[src/rtl/mux_arbiter_rr.sv]
// mux_arbiter_rr
//   Round-robin arbiter that shares one N:1 mux output channel between N
//   requesters. One winner at a time is registered onto a valid/ready output
//   channel; the winner gets a one-cycle ack when the word is accepted.
//
// Parameters
//   N     number of requesters (2..16)
//   W     data width per requester
//   SELW  select width, $clog2(N)
//
// Ports
//   clk        rising-edge clock
//   rst_n      asynchronous active-low reset
//   req        per-requester request, bit i pairs with data[i*W +: W]
//   data       flattened request words
//   lock       per-requester burst lock (only with MUX_ARB_LOCK_EN)
//   ack        one-hot acceptance pulse, grant & {out_valid & out_ready}
//   grant      registered one-hot current winner
//   sel        registered binary index of the winner (shared mux select)
//   out_valid  registered, out_data holds a valid word
//   out_data   registered snapshot of data[sel] taken at grant time
//   out_ready  downstream accepts the word when out_valid & out_ready
//
// Build option
//   MUX_ARB_LOCK_EN  adds the lock port: a locked winner keeps the channel
//                    on its next request instead of passing it on.
//
// state | meaning
// IDLE  | out_valid low; pick a winner from req, register it, go BUSY
// BUSY  | word presented; hold until out_ready, then ack and return to IDLE

module mux_arbiter_rr #(
  parameter int N = 4,
  parameter int W = 8,
  localparam int SELW = $clog2(N)
) (
  input  logic            clk,
  input  logic            rst_n,
  input  logic [N-1:0]    req,
  input  logic [N*W-1:0]  data,
`ifdef MUX_ARB_LOCK_EN
  input  logic [N-1:0]    lock,
`endif
  output logic [N-1:0]    ack,
  output logic [N-1:0]    grant,
  output logic [SELW-1:0] sel,
  output logic            out_valid,
  output logic [W-1:0]    out_data,
  input  logic            out_ready
);

  localparam int SW1 = SELW + 1;
  localparam logic [SELW:0]   N_EXT    = SW1'(N);
  localparam logic [SELW-1:0] LAST_RST = SELW'(N - 1);
  localparam logic [N-1:0]    ONE_N    = N'(1);

  typedef enum logic {
    IDLE = 1'b0,
    BUSY = 1'b1
  } state_t;

  state_t          state, state_nxt;
  logic [N-1:0]    grant_nxt;
  logic [SELW-1:0] sel_nxt;
  logic            valid_nxt;
  logic [W-1:0]    data_nxt;
  logic [SELW-1:0] last, last_nxt;

  logic            pick_found;
  logic [SELW-1:0] pick_idx;
  logic [SELW:0]   cand;
  logic            win_valid;
  logic [SELW-1:0] win_idx;

`ifdef MUX_ARB_LOCK_EN
  logic locked, locked_nxt;
  logic lock_hold;
`endif

  // Search last+1, last+2, ... with an explicit wrap at N so non-power-of-two
  // N never visits an index beyond N-1.
  always_comb begin
    pick_found = 1'b0;
    pick_idx   = '0;
    cand       = '0;
    for (int off = 1; off <= N; off++) begin
      cand = {1'b0, last} + SW1'(off);
      if (cand >= N_EXT) cand = cand - N_EXT;
      if (!pick_found && req[cand[SELW-1:0]]) begin
        pick_found = 1'b1;
        pick_idx   = cand[SELW-1:0];
      end
    end
  end

  // sel still holds the previous winner while IDLE, so a locked requester is
  // recognised by looking at req[sel].
`ifdef MUX_ARB_LOCK_EN
  always_comb begin
    lock_hold = locked & req[sel];
    win_valid = lock_hold | pick_found;
    win_idx   = lock_hold ? sel : pick_idx;
  end
`else
  always_comb begin
    win_valid = pick_found;
    win_idx   = pick_idx;
  end
`endif

  always_comb begin
    state_nxt = state;
    grant_nxt = grant;
    sel_nxt   = sel;
    valid_nxt = out_valid;
    data_nxt  = out_data;
    last_nxt  = last;
`ifdef MUX_ARB_LOCK_EN
    locked_nxt = locked;
`endif
    case (state)
      IDLE: begin
`ifdef MUX_ARB_LOCK_EN
        // Survives only a grant made through the lock; any round-robin grant
        // or a dropped req[sel] releases it.
        locked_nxt = lock_hold;
`endif
        if (win_valid) begin
          state_nxt = BUSY;
          grant_nxt = ONE_N << win_idx;
          sel_nxt   = win_idx;
          valid_nxt = 1'b1;
          data_nxt  = data[int'(win_idx)*W +: W];
        end
      end
      BUSY: begin
        if (out_ready) begin
          state_nxt = IDLE;
          grant_nxt = '0;
          valid_nxt = 1'b0;
`ifdef MUX_ARB_LOCK_EN
          if (lock[sel]) begin
            locked_nxt = 1'b1;
          end else begin
            locked_nxt = 1'b0;
            last_nxt   = sel;
          end
`else
          last_nxt = sel;
`endif
        end
      end
      default: begin
        state_nxt = IDLE;
        grant_nxt = '0;
        valid_nxt = 1'b0;
      end
    endcase
  end

  always_ff @(posedge clk or negedge rst_n) begin
    if (!rst_n) begin
      state     <= IDLE;
      grant     <= '0;
      sel       <= '0;
      out_valid <= 1'b0;
      out_data  <= '0;
      last      <= LAST_RST;
    end else begin
      state     <= state_nxt;
      grant     <= grant_nxt;
      sel       <= sel_nxt;
      out_valid <= valid_nxt;
      out_data  <= data_nxt;
      last      <= last_nxt;
    end
  end

`ifdef MUX_ARB_LOCK_EN
  always_ff @(posedge clk or negedge rst_n) begin
    if (!rst_n) locked <= 1'b0;
    else        locked <= locked_nxt;
  end
`endif

  assign ack = grant & {N{out_valid & out_ready}};

endmodule

[config.mk]
export PLATFORM = sky130hd
export DESIGN_NAME = mux_arbiter_rr
export DESIGN_NICKNAME = d
export VERILOG_FILES = /design/src/rtl/mux_arbiter_rr.sv
export SDC_FILE = /design/constraint.sdc
export NUM_CORES = 1
export LEC_CHECK = 0
export CAP_MARGIN = 20
export CORE_UTILIZATION = 44
export CTS_BUF_LIST = sky130_fd_sc_hd__clkbuf_4 sky130_fd_sc_hd__clkbuf_8
export DETAILED_ROUTE_END_ITERATION = 6
export GPL_ROUTABILITY_DRIVEN = 0
export PLACE_DENSITY = 0.89
export SLEW_MARGIN = 20
export SYNTH_ARGS = -nofsm -noshare
export SYNTH_HDL_FRONTEND = slang
export SYNTH_SLANG_ARGS = --single-unit
[constraint.sdc]
create_clock -name clk -period 6.15 [get_ports clk]
set_input_delay 1.845 -clock clk [delete_from_list [all_inputs] [get_ports clk]]
set_output_delay 1.845 -clock clk [all_outputs]
set_load 0.01 [all_outputs]
==> run_results.csv, run 1 <==
group,metric,value,unit
clocking,htreeDepth,1,
timing,setup_viol,0,
grt,grt_usage,23.8,%
clocking,clk_pin_slew,100,ps
cells_and_area,final_area,1740,sq um
synthesis,ys_warn_count,0,
drt,wl_per_cell,14.8,um
timing,rsz0062_at_grt,"no",
clocking,cts_resized,0,
synthesis,avgSynthCellArea,9.77,sq um
grt,antenna_found_initial,0,
timing,setup_slack,1200,ps
place,placed_area,1710,sq um
critical_path,r2r-start,"last[1]$_DFFE_PN1P_",
hold_path,min_from,"grant[0]$_DFFE_PN0P_",
pwr,power.total,0.574,mW
floorplanning,start_util,46.2,%
cells_and_area,areaGrowthSynthToFinish,51.8,%
floorplanning,die_w,53.0,um
grt,overflow,0,
cells_and_area,fin_cells,204,
synthesis,yosys.area.top_type,"dfrtp_1",
floorplanning,ios,58,
critical_path,start_kind,"input port",
timing,min_period,4950,ps
synthesis,ys_types,32,
clocking,cts_tree,"done",
cells_and_area,fin_util,70.1,%
clocking,cts.path.max_buffers,2,
timing,worst_pin_slew,858,ps
cells_and_area,num-nets-final,214,
drt,drt-vias-per-instance,5.53,
grt,grt_max_degree,19,
floorplanning,die-area,2810,sq um
floorplanning,die_h,53.0,um
clocking,cts_buffers,3,
cells_and_area,diodes,0,
critical_path,crit_path_end_kind,"output pin",
drt,drtAntennaViolNets,0,
critical_path,cp-startpoint,"out_ready",
run,drv_cap,0,
floorplanning,core,2480,sq um
critical_path,critPathKind,"in -> out",
place,hpwl,2.46,mm
synthesis,yosysTopAreaCellShare,35.0,%
grt,grt_pass1_wl,4.82,mm
synthesis,ys_top_cells_by_area,"dfrtp_1, a211oi_1, mux2i_1",
clocking,cts_hold_buffers,0,
hold_path,hold_path.class,"reg -> reg",
drt,drtIter0Drc,19,
synthesis,yosysSeqAreaShare,39.6,%
critical_path,crit_arrival,3100,ps
synthesis,synthesis.area,1140,sq um
pwr,ir_drop,210,uV
critical_path,cp_max_fo,6,
drt,drc,0,
clocking,root_buffer,"clkbuf_4",
clocking,postCtsSetupRepairBufs,0,
place,place_ws,1210,ps
drt,finalWirelength,3.02,mm
timing,fin_crit_sh,80.4,%
floorplanning,rows,18,
clocking,clock_latency,290,ps
run_status,status,"finished clean",
clocking,cts.sink_count,18,
synthesis,synth_seq_cells,18,
timing,maxSlewHeadroom,42.6,%
critical_path,cp.required,4300,ps
drt,via_count,1128,
cells_and_area,seqCellArea,453,sq um
place,io_buffers,57,
drt,drtPass1Iterations,4,
pwr,cellPowerDensity,331,nW/um^2
synthesis,syn_nets,156,
timing,slew_violations,0,
timing,final-hold-violation-count,0,
grt,grt_pass1_vias,1077,
timing,fmax,202,MHz
cells_and_area,multi_input_area,599,sq um
place,numPlacedInstances,200,
pwr,leakage,0.716,nW
cells_and_area,fill_cells,193,
cells_and_area,layout_commonest_cell,"clkdlybuf4s50_1",
timing,fin_skew,1.55,ps
cells_and_area,post_route_cells_drive_above_1_share,9.20,%
cells_and_area,final_cell_mix,"clkdlybuf4s50_1, a211oi_1, dfrtp_1",
synthesis,netlist_instances,117,
timing,fin_setup_tns,0,ps
timing,whs,510,ps
metal layers:
metal	routed length [um]	vias up	track usage (%)
met5	0	-	0
met4	43	0	9.65
met3	118	6	2.59
met2	1610	40	43.5
met1	1250	535	27.8
li1	-	547	-
critical path: stages:
cell and delay, ps:
clkdlybuf4s50_1 550, and3_1 180, clkdlybuf4s50_1 530
cells by family after synthesis:
logic type,count (synthesis),synth area share [%]
AOI/OAI and AO/OA,39,28.4
and+or+nand+nor,33,14.1
DFF,18,39.6
buffers and inverters,16,7.99
muxes,11,9.85
report_power, final:
group	leakage [nW]	switching, mW	total, mW	internal (mW)
Combinational	0.489	0.136	0.297	0.161
Clock	0.0184	0.0363	0.0660	0.0297
Sequential	0.208	0.0418	0.211	0.170
Total	0.716	0.214	0.574	0.360
state kept, by name (all words and copies together), names as in the netlist:
signal	count
out_data	8
grant	4
last	2
sel	2
out_valid	1
state	1
cells in the mapped netlist:
cell type / count
a211oi_1: 22
dfrtp_1: 16
nor2_1: 11
inv_1: 10
mux2i_1: 9
nand2_1: 9
and3_1: 4
o21ai_0: 4
a211oi_2: 2
a21o_1: 2
and2_1: 2
buf_6: 2
dfstp_2: 2
mux2_2: 2
nand3_1: 2
o21a_1: 2
a22o_2: 1
a31oi_1: 1
a32o_1: 1
a32oi_1: 1
buf_12: 1
clkbuf_1: 1
clkinv_1: 1
inv_2: 1
nand2b_1: 1
nand3_2: 1
nor2b_1: 1
nor3_2: 1
nor4_1: 1
o211ai_1: 1
o2bb2ai_2: 1
o32ai_4: 1
area by class of cell:
class | instances | share of cell area, %
multi-input combinational | 83 | 34.5
tap | 30 | 2.16
clock buffer | 4 | 1.73
timing repair buffer | 57 | 32.9
inverter | 12 | 2.60
sequential | 18 | 26.1
final timing paths:
check | cells past startpoint | slack (ps) | endpoint
max in group asynchronous | 1 | 3670 | grant[1]$_DFFE_PN0P_
worst min register to register | 2 | 510 | grant[0]$_DFFE_PN0P_
worst min-delay path | 2 | 510 | grant[0]$_DFFE_PN0P_
worst max-delay path | 3 | 1200 | ack[0]
worst max register to register | 5 | 3780 | out_data[7]$_DFFE_PN0P_
min in group asynchronous | 1 | 2000 | out_data[6]$_DFFE_PN0P_
Power figures use the tool's default switching activity.
==> inputs of run 2 (changes only) <==
--- a/config.mk
+++ b/config.mk
@@ -6,11 +6,11 @@
 export NUM_CORES = 1
 export LEC_CHECK = 0
 export CAP_MARGIN = 20
-export CORE_UTILIZATION = 44
+export CORE_UTILIZATION = 41
 export CTS_BUF_LIST = sky130_fd_sc_hd__clkbuf_4 sky130_fd_sc_hd__clkbuf_8
 export DETAILED_ROUTE_END_ITERATION = 6
 export GPL_ROUTABILITY_DRIVEN = 0
-export PLACE_DENSITY = 0.89
+export PLACE_DENSITY = 0.84
 export SLEW_MARGIN = 20
 export SYNTH_ARGS = -nofsm -noshare
 export SYNTH_HDL_FRONTEND = slang
==> constraint.sdc (replaced) <==
create_clock -name clk -period 4.7 [get_ports clk]
set_input_delay 1.41 -clock clk [delete_from_list [all_inputs] [get_ports clk]]
set_output_delay 1.41 -clock clk [all_outputs]
set_load 0.01 [all_outputs]
==> run 2 against run 1 <==
Against the previous run: wire length shrank 3.6%; clock power rose by 51%; critical path depth unchanged; clock skew up 5.9 ps; power up 33%; worst setup slack worse by 570 ps; utilization down 1.6 points; die area increased by 7.0%; via count fell by 2.4%; sequential power increased by 31%; register-to-register slack lost 1400 ps; largest power group unchanged.
==> run_results.csv, run 2 (same netlist as run 1, synthesis figures left out) <==
group,metric,value,unit
drt,finalWirelength,2.92,mm
timing,maxSlewHeadroom,42.5,%
critical_path,reg2reg_depth,5,
hold_path,worstHoldEndpoint,"grant[0]$_DFFE_PN0P_",
clocking,cts.path.max_buffers,2,
timing,worst_pin_slew,859,ps
drt,wl_per_cell,14.3,um
grt,grt_pass1_vias,1147,
pwr,pwr-share-seq,36.2,%
cells_and_area,top_regs,"out_data (8), grant (4)",
cells_and_area,seqCellArea,453,sq um
clocking,root_buffer,"clkbuf_4",
floorplanning,ios,58,
place,hpwl,2.32,mm
clocking,clock_latency,310,ps
timing,fin_setup_tns,0,ps
cells_and_area,final_cell_mix,"clkdlybuf4s50_1, a211oi_1, dfrtp_1",
clocking,cts_hold_buffers,0,
cells_and_area,layout_commonest_cell,"clkdlybuf4s50_1",
pwr,leakage,0.718,nW
cells_and_area,multi_input_area,599,sq um
critical_path,start_kind,"input port",
clocking,postCtsSetupRepairBufs,0,
drt,drc,0,
hold_path,hold_path.class,"reg -> reg",
floorplanning,die_h,54.8,um
pwr,switching_share,37.1,%
grt,grt_max_degree,19,
place,io_buffers,57,
cells_and_area,areaGrowthSynthToFinish,52.3,%
critical_path,cp-startpoint,"out_ready",
floorplanning,rows,18,
timing,slew_violations,0,
clocking,cts_buffers,3,
timing,rsz0062_at_grt,"no",
floorplanning,core,2540,sq um
critical_path,cp.required,3290,ps
cells_and_area,num-nets-final,214,
grt,overflow,0,
cells_and_area,diodes,0,
grt,grt_pass1_wl,4.93,mm
hold_path,min_from,"grant[0]$_DFFE_PN0P_",
clocking,clk_pin_slew,110,ps
grt,antenna_found_initial,0,
pwr,cellPowerDensity,438,nW/um^2
pwr,ir_drop,265,uV
timing,fin_crit_sh,86.5,%
timing,final-hold-violation-count,0,
drt,drt-vias-per-instance,5.40,
floorplanning,die-area,3000,sq um
cells_and_area,post_route_cells_drive_above_1_share,9.20,%
pwr,combPwrFrac,50.7,%
timing,min_period,4070,ps
critical_path,r2r-start,"last[1]$_DFFE_PN1P_",
pwr,p_clk_share,13.1,%
cells_and_area,final_area,1740,sq um
clocking,htreeDepth,1,
hold_path,hold_depth,2,
critical_path,cp_max_fo,6,
critical_path,critPathKind,"in -> out",
grt,grt_usage,23.1,%
clocking,cts.sink_count,18,
cells_and_area,largest_reg_flops,8,
drt,via_count,1101,
cells_and_area,fill_cells,218,
pwr,power.net_switching,0.282,mW
run_status,status,"finished clean",
drt,drtPass1Iterations,4,
cells_and_area,regMostFlops,"out_data",
timing,fmax,246,MHz
run,drv_cap,0,
floorplanning,die_w,54.8,um
timing,fin_skew,7.42,ps
critical_path,crit_arrival,2660,ps
critical_path,r2r_setup_slack,2360,ps
clocking,cts_resized,0,
timing,setup_viol,0,
drt,drtAntennaViolNets,0,
drt,drtIter0Drc,8,
place,numPlacedInstances,200,
critical_path,r2r-end,"out_data[2]$_DFFE_PN0P_",
floorplanning,start_util,44.9,%
clocking,cts_tree,"done",
cells_and_area,fin_cells,204,
place,placed_area,1710,sq um
pwr,p_int,0.480,mW
critical_path,crit_path_end_kind,"output pin",
[run 2: cell count changes in the layout (fill, tap and decap cells not counted)]
cell | previous run | this run
clkbuf_4 | 4 | 3
clkbuf_8 | 0 | 1
[run 2: layout make-up]
type,count,area share [%]
clock buffers,4,2.08
well taps,30,2.16
repair buffers,57,32.8
multi-input cells,83,34.4
inverters,12,2.59
flip-flops and latches,18,26.0
[run 2: power by group through the flow]
stage               Sequential (mW)  Clock (mW)  Combinational (mW)
finish                        0.276      0.0999               0.386
global route                  0.285       0.103               0.419
CTS                           0.277      0.0981               0.389
detailed placement            0.280           0               0.389
global placement              0.277           0               0.376
floorplan                     0.287           0               0.217
[run 2: through the flow]
step | hold WS (ps) | setup WS (ps) | power, mW | utilization (%)
6_report | 531 | 635 | 0.762 | 68.4
5_1_grt | 553 | 593 | 0.807 | 68.4
4_1_cts | 531 | 635 | 0.764 | 68.4
3_3_place_gp | 493 | 666 | 0.652 | 67.0
3_5_place_dp | 508 | 636 | 0.669 | 67.0
2_1_floorplan | 527 | 1700 | 0.504 | -
[run 2: routing by layer]
layer	GRT usage [%]	up-vias	wire length (um)	part of all wire (%)
li1	-	551	-	-
met1	26.1	517	1210	42
met2	43.2	31	1580	54
met3	3.33	2	101	3.5
met4	8.12	0	19	0.65
met5	0	-	0	0
[run 2: worst max path at each step]
stage / slack [ps] / endpoint / depth (start not counted)
floorplan: 1700 / ack[0] / 1
global placement: 670 / ack[0] / 3
detailed placement: 640 / ack[1] / 3
CTS: 640 / ack[1] / 3
global route: 590 / ack[0] / 3
finish: 630 / ack[1] / 3
[run 2: critical path, cell delays in order]
cell and delay (ps):
clkdlybuf4s50_1 540, and3_1 180, clkdlybuf4s50_1 530
